===== config.mk =====
export PLATFORM = sky130hd
export DESIGN_NAME = dht11_uart_reporter
export DESIGN_NICKNAME = d
export VERILOG_FILES = /design/src/rtl/dht11_uart_reporter_pkg.sv /design/src/rtl/bin8_to_bcd.sv /design/src/rtl/dht11_uart_reporter.sv
export SDC_FILE = /design/constraint.sdc
export NUM_CORES = 1
export LEC_CHECK = 0
export ABC_AREA = 1
export CORE_MARGIN = 2
export CORE_UTILIZATION = 60
export CTS_CLUSTER_DIAMETER = 60
export CTS_CLUSTER_SIZE = 30
export DETAILED_ROUTE_END_ITERATION = 8
export PLACE_DENSITY_LB_ADDON = 0.15
export SLEW_MARGIN = 40
export SYNTH_ARGS = -nofsm -noshare
export SYNTH_HDL_FRONTEND = slang
export SYNTH_SLANG_ARGS = --single-unit

===== constraint.sdc =====
create_clock -name clk -period 2.28 [get_ports clk]
set_input_delay 0.456 -clock clk [delete_from_list [all_inputs] [get_ports clk]]
set_output_delay 0.456 -clock clk [all_outputs]
set_load 0.05 [all_outputs]

===== src/rtl/dht11_uart_reporter_pkg.sv =====
// rtl/dht11_uart_reporter_pkg.sv - shared ASCII constants, FSM codes and measurement record
package dht11_uart_reporter_pkg;

  localparam logic [7:0] ASC_H     = 8'h48;
  localparam logic [7:0] ASC_T     = 8'h54;
  localparam logic [7:0] ASC_COLON = 8'h3A;
  localparam logic [7:0] ASC_SPACE = 8'h20;
  localparam logic [7:0] ASC_CR    = 8'h0D;
  localparam logic [7:0] ASC_LF    = 8'h0A;
  localparam logic [7:0] ASC_0     = 8'h30;
  localparam logic [7:0] ASC_E     = 8'h45;
  localparam logic [7:0] ASC_R     = 8'h52;

  localparam logic [2:0] ST_IDLE  = 3'd0;
  localparam logic [2:0] ST_CONV  = 3'd1;
  localparam logic [2:0] ST_SEND  = 3'd2;
  localparam logic [2:0] ST_ACK_H = 3'd3;
  localparam logic [2:0] ST_ACK_L = 3'd4;
  localparam logic [2:0] ST_FIN   = 3'd5;

  typedef struct packed {
    logic [7:0] hum;
    logic [7:0] temp;
    logic       valid;
  } meas_t;

  function automatic logic [7:0] digit_ascii(input logic [3:0] d);
    return ASC_0 | {4'h0, d};
  endfunction

endpackage


===== src/rtl/bin8_to_bcd.sv =====
// rtl/bin8_to_bcd.sv - double-dabble 8-bit binary to three BCD digits, one load + 8 shift cycles
module bin8_to_bcd (
  input  logic        clk,
  input  logic        rst_n,
  input  logic        start,
  input  logic [7:0]  bin,
  output logic        busy,
  output logic        done,
  output logic [11:0] bcd
);

  logic [19:0] sr;
  logic [2:0]  cnt;
  logic [11:0] adj;

  // Add-3 correction on every digit that would overflow once doubled.
  always_comb begin
    adj = sr[19:8];
    for (int k = 0; k < 3; k++) begin
      if (sr[8+4*k +: 4] >= 4'd5) adj[4*k +: 4] = sr[8+4*k +: 4] + 4'd3;
    end
  end

  always_ff @(posedge clk or negedge rst_n) begin
    if (!rst_n) begin
      sr   <= '0;
      cnt  <= '0;
      busy <= 1'b0;
      done <= 1'b0;
    end else begin
      done <= 1'b0;
      if (start && !busy) begin
        sr   <= {12'd0, bin};
        cnt  <= '0;
        busy <= 1'b1;
      end else if (busy) begin
        sr  <= {adj[10:0], sr[7:0], 1'b0};
        cnt <= cnt + 3'd1;
        if (cnt == 3'd7) begin
          busy <= 1'b0;
          done <= 1'b1;
        end
      end
    end
  end

  assign bcd = sr[19:8];

endmodule


===== src/rtl/dht11_uart_reporter.sv =====
// rtl/dht11_uart_reporter.sv - formats each DHT11 measurement as an ASCII line and streams it to the UART TX
module dht11_uart_reporter
  import dht11_uart_reporter_pkg::*;
#(
  parameter int BUSY_TO  = 16,
  parameter bit EOL_CRLF = 1'b1
) (
  input  logic        clk,
  input  logic        rst_n,
  input  logic [15:0] dht_humidity,
  input  logic [15:0] dht_temperature,
  input  logic        dht_done,
  input  logic        dht_valid,
  input  logic        tx_busy,
  output logic [7:0]  tx_data,
  output logic        tx_start,
  output logic        rpt_busy,
  output logic        rpt_done,
  output logic [7:0]  drop_cnt
);

  localparam logic [3:0] LAST_IDX = EOL_CRLF ? 4'd12 : 4'd11;
  localparam logic [7:0] TO_LAST  = 8'(BUSY_TO - 1);

  logic        done_d;
  meas_t       shadow, frame;
  logic [2:0]  state;
  logic [4:0]  conv_cnt;
  logic [3:0]  idx;
  logic [7:0]  to_cnt;
  logic [11:0] hum_bcd;
  logic [11:0] temp_bcd;
  logic        bcd_start, bcd_busy, bcd_done;
  logic [7:0]  byte_sel;
  logic        byte_done;
  logic        unused_lo;

  wire trigger = done_d & ~dht_done;

  assign unused_lo = ^{dht_humidity[7:0], dht_temperature[7:0]};

  // Humidity converts first, temperature right after; the second result stays on bcd output.
  assign bcd_start = (state == ST_CONV) && ((conv_cnt == 5'd0) || (conv_cnt == 5'd9)) && !bcd_busy;

  bin8_to_bcd u_bcd (
    .clk   (clk),
    .rst_n (rst_n),
    .start (bcd_start),
    .bin   ((conv_cnt < 5'd9) ? frame.hum : frame.temp),
    .busy  (bcd_busy),
    .done  (bcd_done),
    .bcd   (temp_bcd)
  );

  assign byte_done = ((state == ST_ACK_H) && !tx_busy && (to_cnt == TO_LAST)) ||
                     ((state == ST_ACK_L) && !tx_busy);

  always_comb begin
    byte_sel = ASC_LF;
    case (idx)
      4'd0:    byte_sel = ASC_H;
      4'd1:    byte_sel = ASC_COLON;
      4'd2:    byte_sel = frame.valid ? digit_ascii(hum_bcd[11:8])  : ASC_E;
      4'd3:    byte_sel = frame.valid ? digit_ascii(hum_bcd[7:4])   : ASC_R;
      4'd4:    byte_sel = frame.valid ? digit_ascii(hum_bcd[3:0])   : ASC_R;
      4'd5:    byte_sel = ASC_SPACE;
      4'd6:    byte_sel = ASC_T;
      4'd7:    byte_sel = ASC_COLON;
      4'd8:    byte_sel = frame.valid ? digit_ascii(temp_bcd[11:8]) : ASC_E;
      4'd9:    byte_sel = frame.valid ? digit_ascii(temp_bcd[7:4])  : ASC_R;
      4'd10:   byte_sel = frame.valid ? digit_ascii(temp_bcd[3:0])  : ASC_R;
      4'd11:   byte_sel = EOL_CRLF ? ASC_CR : ASC_LF;
      default: byte_sel = ASC_LF;
    endcase
  end

  always_ff @(posedge clk or negedge rst_n) begin
    if (!rst_n) begin
      done_d   <= 1'b0;
      shadow   <= '0;
      frame    <= '0;
      state    <= ST_IDLE;
      conv_cnt <= '0;
      idx      <= '0;
      to_cnt   <= '0;
      hum_bcd  <= '0;
      tx_data  <= '0;
      tx_start <= 1'b0;
      rpt_busy <= 1'b0;
      rpt_done <= 1'b0;
      drop_cnt <= '0;
    end else begin
      done_d   <= dht_done;
      tx_start <= 1'b0;
      rpt_done <= 1'b0;
      if (dht_done) shadow <= {dht_humidity[15:8], dht_temperature[15:8], dht_valid};
      if (trigger && rpt_busy && (drop_cnt != 8'hFF)) drop_cnt <= drop_cnt + 8'd1;

      if (byte_done) begin
        if (idx == LAST_IDX) begin
          state <= ST_FIN;
        end else begin
          idx   <= idx + 4'd1;
          state <= ST_SEND;
        end
      end

      case (state)
        ST_IDLE: if (trigger) begin
          frame    <= shadow;
          rpt_busy <= 1'b1;
          conv_cnt <= '0;
          state    <= ST_CONV;
        end
        ST_CONV: begin
          conv_cnt <= conv_cnt + 5'd1;
          if (bcd_done && (conv_cnt == 5'd9)) hum_bcd <= temp_bcd;
          if (conv_cnt == 5'd17) state <= ST_SEND;
        end
        ST_SEND: if (!tx_busy) begin
          tx_data  <= byte_sel;
          tx_start <= 1'b1;
          to_cnt   <= '0;
          state    <= ST_ACK_H;
        end
        ST_ACK_H: begin
          if (tx_busy) state <= ST_ACK_L;
          else if (!byte_done) to_cnt <= to_cnt + 8'd1;
        end
        ST_ACK_L: ;
        ST_FIN: begin
          rpt_done <= 1'b1;
          rpt_busy <= 1'b0;
          idx      <= '0;
          state    <= ST_IDLE;
        end
        default: state <= ST_IDLE;
      endcase
    end
  end

endmodule


==> flow_summary.json <==
{
  "cts_buffers": 9,
  "yosysTopAreaCellShare_pct": 47.6,
  "drive_above_1_share_pct": 7.21,
  "min_from": "u_bcd.cnt[0]",
  "design.die.area_mm2": 0.0104,
  "yosys_warnings": 0,
  "grt_pass1_vias": 4669,
  "htree_levels": 3,
  "gp_congestion": 0.924,
  "cp-start-kind": "flop",
  "finalSetupViolCount": 0,
  "vias": 4876,
  "yosys.area.top_type": "dfrtp_1",
  "synth-main-ff-cell": "dfrtp_1",
  "cts_buffer_depth": 2,
  "crit_required_ps": 1820,
  "wire_per_inst_um": 12.5,
  "drc_errors": 0,
  "cts_setup_buffers": 0,
  "wl_mm": 11.5,
  "ir_drop_mv": 0.645,
  "grt_max_degree": 48,
  "cpPeakStageDelay_ps": 840,
  "vias_per_cell": 5.30,
  "grt_pass1_wl_mm": 20.1,
  "grt.overflow.total": 0,
  "critPathMaxFanout": 5,
  "cp.arrival_ps": 1690,
  "dr.pass1.iters": 5,
  "clockRootBuffer": "clkbuf_8",
  "path_buf_inv": 1,
  "synthCells": 753,
  "antenna_found_initial": 0,
  "path_cells": "clkdlybuf4s50_1",
  "hpwlAfterDp_mm": 8.38,
  "powerDensity_mw_per_mm2": 1090,
  "cpMaxStageDelayCell": "clkdlybuf4s50_1",
  "crit_type": "reg -> out",
  "ios": 56,
  "synth_nets": 807,
  "leakage_nw": 3.31,
  "cap_viol_max_count": 0,
  "synth.area.top_cells": "dfrtp_1 (48%), nand2_1 (14%), nand3_1 (6.9%)",
  "seq_area_frac_synth_pct": 47.6,
  "synth_area_mm2": 0.00578,
  "setup.worst_path.end_class": "primary output",
  "synth_cell_types": 34,
  "chipWidth_um": 102,
  "period_share_pct": 94.0,
  "synth_most_common_cell": "nand2_1",
  "clkLatencyLatePin_ps": 400,
  "tns_ps": 0,
  "port-buffer-count": 38,
  "min_period_ps": 2140,
  "num_antenna_cells": 0,
  "cts_tree": "built",
  "cts.clk_slew.worst_paths_ps": 110,
  "critPathTopFamily": "buffers and inverters",
  "worst_pin_slew_ps": 659,
  "fin_cells": 920,
  "status": "completed",
  "yosys-top-cells-count": "nand2_1 (222), dfrtp_1 (110), inv_1 (81)",
  "synthArstFlopShare_pct": 100,
  "chipHeight_um": 102,
  "synth_edf_count": 0,
  "cts.sinks": 110,
  "fmax_mhz": 467,
  "final_nets": 840,
  "core_mm2": 0.00928,
  "areaGrowthSynthToFinish_pct": 12.3,
  "startpoint": "drop_cnt[2]",
  "syn_area_per_cell_um2": 7.68,
  "fp-row-count": 35,
  "ys_seq_elements": 110,
  "r2r_start": "conv_cnt[1]",
  "relSlewSlack_pct": 56.0,
  "grt_usage_pct": 24.1,
  "utilization_pct": 70.0,
  "hold_path_class": "reg -> reg",
  "place_inst": 903,
  "fillers": 820,
  "maxSlewViolCount": 0,
  "rsz0062_at_grt": "no",
  "initial_core_util_pct": 62.3,
  "drt_iter0_drc": 183,
  "finalHoldViolations": 0,
  "antenna_left": 0,
  "skew_ps": 8.81,
  "power.total_mw": 7.09
}
[cells in the final DEF (no fill, tap or decap), types with 5 or more instances in the layout]
cell,n
o21ai_1,33
buf_4,9
ha_1,17
nor2_2,7
inv_1,81
inv_2,10
xor2_1,9
nand3_1,80
clkdlybuf4s50_1,37
a21oi_1,20
dfrtp_1,110
xnor2_1,5
nand4_1,12
o21ai_0,45
nand2_2,5
clkbuf_8,10
nand2_1,222
nor2_1,52
[timing repair]
item	in CTS	in global routing
resized for setup	0	0
endpoints found under the hold margin	27	0
hold buffers	1	0
[cells by family (layout without fill, tap and decap cells)]
| kind of cell | Yosys count | in the layout | share of synthesized area (%) |
|---|---|---|---|
| AO/OA/AOI/OAI | 105 | 105 | 9.37 |
| XOR/XNOR | 14 | 14 | 2.12 |
| adder cells (fa/ha/maj) | 17 | 17 | 3.68 |
| buffers and inverters | 117 | 155 | 7.96 |
| flip-flops | 110 | 110 | 47.6 |
| other | 1 | 1 | 0.0648 |
| AND/OR/NAND/NOR | 389 | 389 | 29.2 |
[path summary, 6_finish.rpt]
kind | end | slack (ps) | cells past startpoint
worst max-delay path | drop_cnt[2] | 140 | 1
worst min register to register | u_bcd.cnt[0] | 490 | 1
min in group asynchronous | hum_bcd[7] | 530 | 2
worst min-delay path | u_bcd.cnt[0] | 490 | 1
worst max register to register | u_bcd.sr[4] | 510 | 9
max in group asynchronous | state[1] | 1080 | 3
[stage by stage]
step	hold slack (ps)	setup slack (ps)	area [um^2]
floorplan	160	412	5780
global placement	402	378	6280
detailed placement	411	347	6280
CTS	495	124	6500
global route	517	85.1	6500
finish	489	137	6500
[layout make-up]
class	instances	area, um^2	share of cell area (%)
clock buffers	10	138	2.12
flip-flops and latches	110	2750	42.4
inverters	91	342	5.26
repair buffers	48	468	7.20
multi-input cells	526	2570	39.6
well taps	129	161	2.48
clock inverters	6	63.8	0.982
[report_power, final]
part           internal, mW  switching (mW)  total, mW  leakage (nW)
combinational         0.992            1.91       2.90          1.79
clock                 0.460           0.736       1.20         0.100
sequential             2.50           0.498       3.00          1.42
total                  3.95            3.14       7.09          3.31
[sequential cells by signal (all words and copies together), names as in the netlist]
| name | cells |
|---|---|
| u_bcd.sr | 20 |
| frame | 17 |
| shadow | 17 |
| hum_bcd | 12 |
| drop_cnt | 8 |
| to_cnt | 8 |
| tx_data | 7 |
| conv_cnt | 5 |
| idx | 4 |
| state | 3 |
| u_bcd.cnt | 3 |
| done_d | 1 |
| rpt_busy | 1 |
| rpt_done | 1 |
| tx_start | 1 |
| u_bcd.busy | 1 |
| u_bcd.done | 1 |
[routing by layer]
metal  up-vias  track usage [%]  wire (um)
met2        97             41.9       5730
met3        19             4.99        441
met4         0             9.13        192
met1      2300             29.7       5150
li1       2460                -          -
met5         -                0          0
No activity file was read; power rests on OpenSTA's default activity.
